[src/rtl/bru_issue_queue.sv]
// In-order issue queue for the branch unit; snoops two writeback ports for operand wakeup.
// Optional: define BRU_WB_BYPASS_EN to let a same-cycle writeback make the head issuable.
module bru_issue_queue #(
  parameter int DEPTH = 4,
  parameter int TAG_W = 6,
  parameter int ST_W  = 64
) (
  input  logic                   clk,
  input  logic                   rst,
  input  logic                   enq_valid,
  output logic                   enq_ready,
  input  logic [11:0]            enq_op,
  input  logic [ST_W-1:0]        enq_status,
  input  logic [TAG_W-1:0]       enq_src1_tag,
  input  logic [TAG_W-1:0]       enq_src2_tag,
  input  logic                   enq_src1_rdy,
  input  logic                   enq_src2_rdy,
  input  logic [31:0]            enq_src1_val,
  input  logic [31:0]            enq_src2_val,
  input  logic                   wb0_valid,
  input  logic [TAG_W-1:0]       wb0_tag,
  input  logic [31:0]            wb0_data,
  input  logic                   wb1_valid,
  input  logic [TAG_W-1:0]       wb1_tag,
  input  logic [31:0]            wb1_data,
  input  logic                   flush,
  output logic                   issue_valid,
  output logic [11:0]            issue_op,
  output logic [ST_W-1:0]        issue_status,
  output logic [31:0]            issue_rdata1,
  output logic [31:0]            issue_rdata2,
  output logic [$clog2(DEPTH):0] count
);

  localparam int PTR_W = $clog2(DEPTH);
  localparam int CNT_W = PTR_W + 1;
  localparam logic [CNT_W-1:0] FULL = CNT_W'(DEPTH);

  logic [11:0]      op_q   [DEPTH];
  logic [ST_W-1:0]  st_q   [DEPTH];
  logic [TAG_W-1:0] tag1_q [DEPTH];
  logic [TAG_W-1:0] tag2_q [DEPTH];
  logic [31:0]      val1_q [DEPTH];
  logic [31:0]      val2_q [DEPTH];
  logic [DEPTH-1:0] rdy1_q, rdy2_q;
  logic [PTR_W-1:0] head, tail;
  logic [CNT_W-1:0] count_q;

  logic [PTR_W-1:0] off [DEPTH];
  logic [DEPTH-1:0] live;
  logic             do_enq, do_issue;
  logic             e1_hit0, e1_hit1, e2_hit0, e2_hit1;
  logic             h1_ok, h2_ok;
  logic [31:0]      h1_val, h2_val;

  assign count     = count_q;
  assign enq_ready = (count_q != FULL);
  assign do_enq    = enq_valid & enq_ready & ~flush;

  assign e1_hit0 = wb0_valid && (wb0_tag == enq_src1_tag);
  assign e1_hit1 = wb1_valid && (wb1_tag == enq_src1_tag);
  assign e2_hit0 = wb0_valid && (wb0_tag == enq_src2_tag);
  assign e2_hit1 = wb1_valid && (wb1_tag == enq_src2_tag);

  // An entry is live when its distance from head (mod DEPTH) is below the occupancy.
  always_comb begin
    for (int unsigned i = 0; i < DEPTH; i++) begin
      off[i]  = PTR_W'(i) - head;
      live[i] = ({1'b0, off[i]} < count_q);
    end
  end

`ifdef BRU_WB_BYPASS_EN
  logic h1_w0, h1_w1, h2_w0, h2_w1;
  assign h1_w0  = wb0_valid && (wb0_tag == tag1_q[head]);
  assign h1_w1  = wb1_valid && (wb1_tag == tag1_q[head]);
  assign h2_w0  = wb0_valid && (wb0_tag == tag2_q[head]);
  assign h2_w1  = wb1_valid && (wb1_tag == tag2_q[head]);
  assign h1_ok  = rdy1_q[head] | h1_w0 | h1_w1;
  assign h2_ok  = rdy2_q[head] | h2_w0 | h2_w1;
  assign h1_val = rdy1_q[head] ? val1_q[head] : (h1_w0 ? wb0_data : wb1_data);
  assign h2_val = rdy2_q[head] ? val2_q[head] : (h2_w0 ? wb0_data : wb1_data);
`else
  assign h1_ok  = rdy1_q[head];
  assign h2_ok  = rdy2_q[head];
  assign h1_val = val1_q[head];
  assign h2_val = val2_q[head];
`endif

  assign do_issue     = ~rst & (count_q != '0) & h1_ok & h2_ok & ~flush;
  assign issue_valid  = do_issue;
  assign issue_op     = do_issue ? op_q[head] : '0;
  assign issue_status = do_issue ? st_q[head] : '0;
  assign issue_rdata1 = do_issue ? h1_val : '0;
  assign issue_rdata2 = do_issue ? h2_val : '0;

  always_ff @(posedge clk) begin
    if (rst) begin
      head    <= '0;
      tail    <= '0;
      count_q <= '0;
      rdy1_q  <= '0;
      rdy2_q  <= '0;
    end else if (flush) begin
      head    <= '0;
      tail    <= '0;
      count_q <= '0;
    end else begin
      for (int unsigned i = 0; i < DEPTH; i++) begin
        if (live[i] && !rdy1_q[i]) begin
          if (wb0_valid && (wb0_tag == tag1_q[i])) begin
            rdy1_q[i] <= 1'b1;
            val1_q[i] <= wb0_data;
          end else if (wb1_valid && (wb1_tag == tag1_q[i])) begin
            rdy1_q[i] <= 1'b1;
            val1_q[i] <= wb1_data;
          end
        end
        if (live[i] && !rdy2_q[i]) begin
          if (wb0_valid && (wb0_tag == tag2_q[i])) begin
            rdy2_q[i] <= 1'b1;
            val2_q[i] <= wb0_data;
          end else if (wb1_valid && (wb1_tag == tag2_q[i])) begin
            rdy2_q[i] <= 1'b1;
            val2_q[i] <= wb1_data;
          end
        end
      end
      // Tail slot is never live while enqueue is allowed, so this cannot clash with wakeup.
      if (do_enq) begin
        op_q[tail]   <= enq_op;
        st_q[tail]   <= enq_status;
        tag1_q[tail] <= enq_src1_tag;
        tag2_q[tail] <= enq_src2_tag;
        rdy1_q[tail] <= enq_src1_rdy | e1_hit0 | e1_hit1;
        rdy2_q[tail] <= enq_src2_rdy | e2_hit0 | e2_hit1;
        val1_q[tail] <= enq_src1_rdy ? enq_src1_val : (e1_hit0 ? wb0_data : wb1_data);
        val2_q[tail] <= enq_src2_rdy ? enq_src2_val : (e2_hit0 ? wb0_data : wb1_data);
        tail         <= tail + 1'b1;
      end
      if (do_issue)
        head <= head + 1'b1;
      case ({do_enq, do_issue})
        2'b10:   count_q <= count_q + 1'b1;
        2'b01:   count_q <= count_q - 1'b1;
        default: count_q <= count_q;
      endcase
    end
  end

endmodule

[config.mk]
export PLATFORM = sky130hd
export DESIGN_NAME = bru_issue_queue
export DESIGN_NICKNAME = d
export VERILOG_FILES = /design/src/rtl/bru_issue_queue.sv
export SDC_FILE = /design/constraint.sdc
export NUM_CORES = 1
export LEC_CHECK = 0
export ABC_AREA = 0
export CAP_MARGIN = 20
export CORE_ASPECT_RATIO = 0.75
export CORE_UTILIZATION = 51
export CTS_CLUSTER_DIAMETER = 150
export DETAILED_ROUTE_END_ITERATION = 8
export PLACE_DENSITY = 0.75
export SYNTH_ARGS = -nofsm -noshare
export SYNTH_HDL_FRONTEND = slang
export SYNTH_SLANG_ARGS = --single-unit
export TNS_END_PERCENT = 10
[constraint.sdc]
create_clock -name clk -period 4.95 [get_ports clk]
set_input_delay 0.7425 -clock clk [delete_from_list [all_inputs] [get_ports clk]]
set_output_delay 0.7425 -clock clk [all_outputs]
set_load 0.02 [all_outputs]
# [After elaboration in Yosys (flattened, before gate mapping)]
# Memory sizes are Yosys's and may differ from the RTL's. A register that Yosys moved wholly into a read port is not among the register bits.
# Index checks and enable logic that the tools add are counted.
[classes] n_bitwise=20 reduce_logical=40 addsub=8 mux=167 eq_ne=23 magnitude_cmp=7
[op_table] cell="32-bit two-way mux" count=14
[op_table] cell="1-bit two-way mux" count=135
[op_table] cell="6-bit equality test" count=20
[op_table] cell="64-bit two-way mux" count=1
[op_table] cell="1-bit logical AND" count=29
[op_table] cell="2-bit two-way mux" count=8
[op_table] cell="2-bit by 3-bit less-than comparator with 1-bit output" count=4
[op_table] cell="12-bit two-way mux" count=1
[op_table] cell="1-bit bitwise OR" count=12
[op_table] cell="4-bit bitwise mux" count=2
[op_table] cell="1-bit logical NOT" count=8
[op_table] cell="4-bit two-way mux" count=2
[op_table] cell="1-bit AND" count=6
[op_table] cell="2-bit by 3-bit less-than comparator with 1-bit output, second input constant" count=2
[op_table] cell="3-bit case mux with 2 select lines" count=1
[op_table] cell="2-bit by 1-bit adder with 2-bit output, second input constant" count=2
[op_table] cell="1-bit binary-select mux with 2-bit select" count=2
[op_table] cell="1-bit by 2-bit subtractor with 2-bit output, first input constant" count=2
[op_table] cell="2-bit subtractor, first input constant" count=2
[op_table] cell="3-bit by 1-bit adder with 3-bit output, second input constant" count=1
[op_table] cell="3-bit inequality test, second input constant" count=1
[op_table] cell="3-bit nonzero test" count=1
[op_table] cell="3-bit by 1-bit subtractor with 3-bit output, second input constant" count=1
[op_table] cell="1-bit demux with 2-bit select" count=1
[op_table] cell="other kinds (6)" count=7
[word_totals] regBits=15 out_inout_bits=145 ram_bits=608 inputBits=236 word_cells=276 memories=6
[memory_table] memory="st_q" words=4 width=64 read_ports=1 rd_ports_with_merged_regs=1 wr=1 line_no="40" rtl="logic [ST_W-1:0] st_q [DEPTH];"
[memory_table] memory="val1_q" words=4 width=32 read_ports=1 rd_ports_with_merged_regs=1 wr=5 line_no="43" rtl="logic [31:0] val1_q [DEPTH];"
[memory_table] memory="val2_q" words=4 width=32 read_ports=1 rd_ports_with_merged_regs=1 wr=5 line_no="44" rtl="logic [31:0] val2_q [DEPTH];"
[memory_table] memory="op_q" words=4 width=12 read_ports=1 rd_ports_with_merged_regs=1 wr=1 line_no="39" rtl="logic [11:0] op_q [DEPTH];"
[memory_table] memory="tag1_q" words=4 width=6 read_ports=4 rd_ports_with_merged_regs=0 wr=1 line_no="41" rtl="logic [TAG_W-1:0] tag1_q [DEPTH];"
[memory_table] memory="tag2_q" words=4 width=6 read_ports=4 rd_ports_with_merged_regs=0 wr=1 line_no="42" rtl="logic [TAG_W-1:0] tag2_q [DEPTH];"

# [Depth between registers and ports, before layout]
# Gate-level depths: netlist of run 1.
[depth] ltp_word=9 ltp_mapped=11 mapped_depth_nobuf=9

# [Worst setup path after synthesis of run 1]
# Ideal clock, no wire load.
[synth_timing] kind="input -> register" from="input port flush" to="memory val2_q[0][22] (data pin)" stages=9 path_slack_ns=-0.031 path_buffers=3 t_arrival_ns=4.566 cell_sequence="clkbuf_1 -> nor3b_2 -> inv_2 -> nor2_2 -> nand2_1 -> inv_2 -> buf_2 -> buf_1 -> a22oi_1"
[synth_rtl] element="start: declaration" line_no="26" rtl="input logic flush,"
[synth_rtl] element="end: declaration" line_no="44"

# [Worst setup path after layout of run 1]
[layout_timing] from="input port flush" to="output port issue_status[6]"
[layout_via] elab_chain_cells=3
[layout_lines] element="1-bit inverter" line_no="90" rtl="assign do_issue = ~rst & (count_q != '0) & h1_ok & h2_ok & ~flush;"
[layout_lines] element="1-bit AND" line_no="90"
[layout_lines] element="64-bit two-way mux" line_no="93" rtl="assign issue_status = do_issue ? st_q[head] : '0;"
[layout_lines] element="end: declaration" line_no="29" rtl="output logic [ST_W-1:0] issue_status,"
# Every way passes these cells.

==> impl_metrics.csv, run 1 <==
group,metric,value,unit
global_routing,grt_pass1_wl,139000,µm
route,via_per_inst,6.34,
clocking,cts_tree,"yes",
clocking,cts_hold_buf,0,
yosys,ys_warn_count,0,
yosys,synth-seq-cells,625,
die,fp.dieW,293,µm
die,ios,381,
global_routing,grt_max_degree,82,
sta,rsz0062_at_grt,"false",
clocking,ctsRootBufferMaster,"clkbuf_16",
critical_path,worstPathArrival,3.55,ns
yosys,synthFlopType,"edfxtp_1",
layout,fillers,4472,
sta,fin_skew,0.0242,ns
critical_path,crit_required,4.21,ns
die,fp-row-count,79,
pwr,power_density,291,mW/mm²
global_routing,grt_pass1_vias,21800,
layout,regArea,0.0186,mm²
critical_path,worst-path-max-fanout,58,
yosys,syn_inst,2217,
run_status,status,"finished, final reports clean",
layout,drive_gt1_share,15.5,%
route,vias,21500,
sta,fin_setup_tns,0,ns
route,antenna_left,0,
clocking,postCtsSetupBuffers,0,
sta,max_freq,233,MHz
route,drt_iter0_drc,2381,
global_routing,gr-usage-all-layers,28.9,%
clocking,cts_sinks,625,
yosys,ys_seq_area_share,57.5,%
route,first_pass_iters,7,
die,die_y,220,µm
clocking,cts_max_path_buffers,3,
critical_path,r2r_end,"val2_q[2][27]",
layout,final_common_cell,"edfxtp_1",
die,core_area,0.0624,mm²
route,drcViolationCount,0,
critical_path,timing.rr.start,"count[2]",
layout,multi_input_area,0.0126,mm²
clocking,cts_resized,0,
yosys,syn_area_per_cell,14.6,µm²
sta,worst_slew_pin_slew,1.10,ns
sta,setup-violations-final,0,
clocking,h-tree-depth,2,
pwr,vdd_ir_drop_max,285,µV
yosys,ys_types,57,
critical_path,worst_setup_path_end_kind,"output pin",
die,die_area,0.0644,mm²
yosys,synth_fp_nets,2463,
route,drt-total-wl,93200,µm
global_routing,antenna_found_initial,6,
sta,min_period,4.29,ns
clocking,path_clk_slew,0.07,ns
sta,hold_viol,0,
pwr,leakage,13.8,nW
sta,relSlewSlack,26.4,%
layout,final_cell_mix,"608 x edfxtp_1, 378 x clkdlybuf4s50_1, 321 x mux2i_1",
layout,syn_to_final_growth,20.0,%
sta,fin_hold_ws,0.559,ns
yosys,async_reset_ff_share,0,%
sta,final_max_slew_viol_count,0,
yosys,syn_area,0.0323,mm²
sta,min_period_over_period,86.7,%
critical_path,startpoint_type,"input pin",
clocking,clock_latency,0.65,ns
die,start_util,51.8,%
critical_path,critPathLaunch,"flush",
placed_design,globalplace.congestion,0.882,
run,cap_violations,0,
route,avgRoutedWirePerCell,27.5,µm
yosys,synth_enable_flop_cells,608,
worst_hold_path,hold_start,"rdy2_q[3]",
worst_hold_path,hold_depth,2,
layout,nets,2739,
worst_hold_path,holdPathEnd,"rdy2_q[3]",
critical_path,r2r_cells,9,
placed_design,io_buffers,380,
critical_path,worstSetupPathType,"input pin to output pin",
placed_design,hpwlAfterDp,57800,µm
clocking,cts_buffers,61,
worst_hold_path,hold_class,"flip-flop to flip-flop",
global_routing,overflow,0,
critical_path,r2r_setup_slack,1.59,ns
registers in the layout, summed over array words and instances (netlist names), 4 cells and up, named ones only:
register and cells:
tag2_q 24, rdy1_q 4, val2_q 128, tag1_q 24, st_q 256, op_q 48
rdy2_q 4, val1_q 128
stage by stage:
| step | utilization [%] | cells | total power [W] | setup WS, ns | instance area [µm²] |
|---|---|---|---|---|---|
| floorplan | - | 2217 | 0.00648 | 0.145 | 32300 |
| global placement | 59.1 | 3280 | 0.00679 | 0.716 | 36800 |
| detailed placement | 59.1 | 3280 | 0.00682 | 0.656 | 36800 |
| CTS | 62.2 | 3387 | 0.0113 | 0.670 | 38800 |
| global route | 62.2 | 3387 | 0.0116 | 0.523 | 38800 |
| finish | 62.2 | 3392 | 0.0113 | 0.660 | 38800 |
per-layer routing:
metal  track usage (%)  part of all wire, %  up-vias
met5                 0                0.025        -
met4              10.6                  3.2        4
met3              5.42                   10      228
met2              45.6                   47     1289
met1              40.1                   40    10800
li1                  -                    -     9179
synth_stat cells, types with 3 or more instances:
| master | instances | area [µm²] |
|---|---|---|
| buf_2 | 37 | 185 |
| o22ai_1 | 3 | 18.8 |
| xnor2_1 | 64 | 561 |
| dfxtp_1 | 17 | 340 |
| nand4_1 | 20 | 125 |
| o21ai_0 | 12 | 60.1 |
| and2_1 | 142 | 888 |
| nor2b_1 | 3 | 18.8 |
| o221a_2 | 4 | 45.0 |
| nand2_1 | 146 | 548 |
| nand3_1 | 5 | 25.0 |
| a31oi_1 | 128 | 801 |
| mux2_1 | 9 | 101 |
| mux4_2 | 140 | 3150 |
| nor2_1 | 14 | 52.6 |
| a22oi_1 | 128 | 961 |
| o21a_1 | 3 | 22.5 |
| nor4_1 | 15 | 93.8 |
| xor2_1 | 61 | 534 |
| buf_4 | 7 | 52.6 |
| mux2i_1 | 321 | 3210 |
| clkbuf_1 | 132 | 495 |
| ha_1 | 9 | 113 |
| nand3b_1 | 3 | 22.5 |
| a211oi_1 | 3 | 22.5 |
| mux2_2 | 55 | 619 |
| buf_6 | 36 | 405 |
| a21oi_1 | 13 | 65.1 |
| buf_1 | 22 | 82.6 |
| inv_1 | 14 | 52.6 |
| inv_2 | 4 | 15.0 |
| buf_12 | 3 | 60.1 |
| or4_1 | 5 | 37.5 |
| edfxtp_1 | 608 | 18300 |
cell type report:
class / count / share of cell area, %
antenna: 5 / 0.0322
clock buffer: 69 / 4.01
clock inverter: 38 / 1.01
inverter: 18 / 0.222
multi-input combinational: 1337 / 32.4
sequential: 625 / 47.9
tap: 850 / 2.74
timing repair buffer: 450 / 11.7
report_power, final:
group / switching (W) / total [W] / internal [W]
Combinational: 0.000454 / 0.000841 / 0.000386
Clock: 0.00206 / 0.00458 / 0.00252
Sequential: 0.0000169 / 0.00588 / 0.00587
worst max-delay path by stage:
stage | slack [ns] | cells past startpoint | to
after floorplan | 0.15 | 9 | val2_q[0][22]
after global placement | 0.72 | 6 | issue_status[6]
final | 0.66 | 6 | issue_status[6]
after detailed placement | 0.66 | 6 | issue_status[6]
after CTS | 0.67 | 6 | issue_status[6]
after global routing | 0.52 | 6 | issue_status[11]
kinds of logic (layout without fill, tap and decap cells):
kind of cell	Yosys count	after routing	synth area share, %
buffers and inverters	255	575	4.17
DFF	625	625	57.5
xor gates and xnor gates	126	126	3.44
adders and majority gates	10	10	0.410
and+or+nand+nor	371	371	6.11
AOI/OAI and AO/OA	305	305	6.45
other	0	5	0
muxes	525	525	21.9
worst max-delay path: stages:
cell and delay (ns):
clkdlybuf4s50_1 0.57, nor2_1 0.32, o2111a_4 0.74, buf_12 0.29, and2_1 0.19, clkdlybuf4s50_1 0.62
Power figures use the tool's default switching activity.
==> inputs of run 2 (changes only) <==
- CORE_ASPECT_RATIO: 0.75 -> 2
- SLEW_MARGIN: unset -> 20
==> run 2 against run 1 <==
Wire length is 5.7% higher. Maximum frequency up 5.4%. Clock-buffer cell count down 4. Critical endpoint is now issue_rdata2[19]. Non-clock buffer count shrank 4. Critical path depth unchanged.
==> impl_metrics.csv, run 2 (same netlist as run 1, synthesis figures left out) <==
group,metric,value,unit
global_routing,grt_pass1_wl,143000,µm
placed_design,pre_cts_slack,0.849,ns
worst_hold_path,hold_depth,2,
layout,antenna_cells,0,
layout,nets,2729,
die,start_util,51.5,%
run,cap_violations,0,
sta,worst_slew_pin_slew,1.06,ns
critical_path,timing.rr.start,"head[1]",
sta,fin_skew,0.0481,ns
clocking,h-tree-depth,2,
critical_path,r2r_cells,8,
sta,fin_ws,0.881,ns
pwr,p_sw_share,22.7,%
sta,rsz0062_at_grt,"false",
global_routing,grt_pass1_vias,22900,
clocking,postCtsSetupBuffers,0,
route,first_pass_iters,6,
pwr,p_clk_share,39.1,%
placed_design,dp.cells,3218,
placed_design,io_buffers,380,
critical_path,path_buf_inv,3,
placed_design,hpwlAfterDp,60900,µm
die,core_area,0.0628,mm²
critical_path,slowest_delay,0.67,ns
clocking,ctsRootBufferMaster,"clkbuf_16",
route,drt_iter0_drc,2034,
critical_path,cp_num_cells,6,
global_routing,gr-usage-all-layers,30.2,%
critical_path,worst_setup_path_end_kind,"output pin",
pwr,vdd_ir_drop_max,267,µV
clocking,cts_sinks,625,
route,avgRoutedWirePerCell,29.7,µm
sta,relSlewSlack,29.6,%
critical_path,cp_common_cell,"clkdlybuf4s50_1",
route,via_per_inst,6.58,
clocking,cts_resized,0,
route,antenna_left,0,
sta,hold_viol,0,
layout,finalNonFillerCells,3321,
sta,final_max_slew_viol_count,0,
placed_design,globalplace.congestion,0.898,
sta,max_freq,246,MHz
global_routing,antenna_found_initial,6,
layout,reg_top3,"st_q (256), val1_q (128), val2_q (128)",
critical_path,worstSetupPathType,"input pin to output pin",
worst_hold_path,hold_class,"flip-flop to flip-flop",
pwr,power_density,287,mW/mm²
clocking,clock_latency,0.65,ns
clocking,cts_hold_buf,0,
die,die_y,358,µm
die,ios,381,
pwr,leakage,13.7,nW
layout,top_register,"st_q",
sta,min_period,4.07,ns
worst_hold_path,holdPathEnd,"rdy2_q[3]",
route,drt-total-wl,98500,µm
route,drcViolationCount,0,
layout,final_common_cell,"edfxtp_1",
run_status,status,"finished, final reports clean",
layout,drive_gt1_share,15.3,%
clocking,cts_max_path_buffers,3,
critical_path,worst-path-max-fanout,105,
critical_path,crit_required,4.21,ns
pwr,pwr-share-seq,53.1,%
clocking,path_clk_slew,0.07,ns
sta,min_period_over_period,82.2,%
critical_path,crit_path_cell_trace,"clkdlybuf4s50_1 > nor2_1 > o2111a_4 > buf_12 > and2_1 > clkdlybuf4s50_1",
clocking,cts_buffers,55,
pwr,switchingPower,0.00252,W
sta,fin_setup_tns,0,ns
layout,syn_to_final_growth,19.3,%
pwr,intPower,0.00855,W
die,fp-row-count,130,
clocking,cts_tree,"yes",
global_routing,grt_max_degree,106,
pwr,power,0.0111,W
layout,largest_reg_flops,256,
sta,setup-violations-final,0,
route,vias,21800,
global_routing,overflow,0,
critical_path,r2r_end,"val2_q[3][8]",
layout,final_cell_mix,"608 x edfxtp_1, 378 x clkdlybuf4s50_1, 321 x mux2i_1",
die,die_area,0.0645,mm²
critical_path,crit_family,"buffers and inverters",
critical_path,worstPathArrival,3.33,ns
pwr,pwr-share-comb,7.8,%
critical_path,startpoint_type,"input pin",
die,fp.dieW,180,µm
critical_path,cpMaxStageDelayCell,"clkdlybuf4s50_1",
critical_path,r2r_setup_slack,1.66,ns
worst_hold_path,hold_start,"rdy2_q[3]",
## run 2: cell count changes in the layout (fill, tap and decap cells not counted), moves of 2 or more
cell	delta
buf_12	+3
clkinv_16	-2
diode_2	-5
clkinvlp_4	-4
inv_16	+2
clkbuf_8	+2
clkinv_2	+4
buf_4	-7
clkbuf_16	-6
## run 2: worst reg2reg max path, stage by stage (launching register included)
cell	delay, ns
dfxtp_1	0.52
inv_1	0.08
ha_1	0.29
a21boi_1	0.13
o21a_1	0.21
nand2b_1	0.30
or4b_4	0.93
mux2i_1	0.43
mux2i_1	0.11
## run 2: power groups by stage
stage               registers [W]  clock network, W  logic [W]
floorplan                 0.00600                 0   0.000477
global placement          0.00599                 0   0.000805
detailed placement        0.00600                 0   0.000846
CTS                       0.00588           0.00438   0.000850
global route              0.00588           0.00455   0.000914
finish                    0.00588           0.00433   0.000858
## run 2: how the worst max path moves through the flow
stage                      from               end  slack [ns]
after floorplan           flush     val2_q[0][22]        0.15
after global placement    flush  issue_rdata2[19]        0.85
after detailed placement  flush  issue_rdata2[19]        0.85
after CTS                 flush  issue_rdata2[19]        0.85
after global routing      flush  issue_rdata2[19]        0.76
final                     flush  issue_rdata2[19]        0.88
## run 2: cell type report
type                       instances  area, µm²
clock buffer                      65       1430
clock inverter                    38        338
fill                            4712      24200
inverter                          18       90.1
multi-input combinational       1337      12600
sequential                       625      18600
tap                              792        991
timing repair buffer             446       4540
## run 2: metrics by stage
stage,cell area [µm²],util [%],hold WS [ns]
after CTS,38600,61.4,0.537
final,38600,61.4,0.540
after detailed placement,36800,58.6,0.525
after floorplan,32300,-,0.447
after global placement,36800,58.6,0.521
after global routing,38600,61.4,0.570
## run 2: layer usage
layer / GRT usage [%] / wire, µm / share of wire [%]
met1: 33.8 / 33400 / 34
met2: 53.6 / 50300 / 51
met3: 5.24 / 8170 / 8.3
met4: 19.1 / 6560 / 6.7
met5: 0 / 66 / 0.067
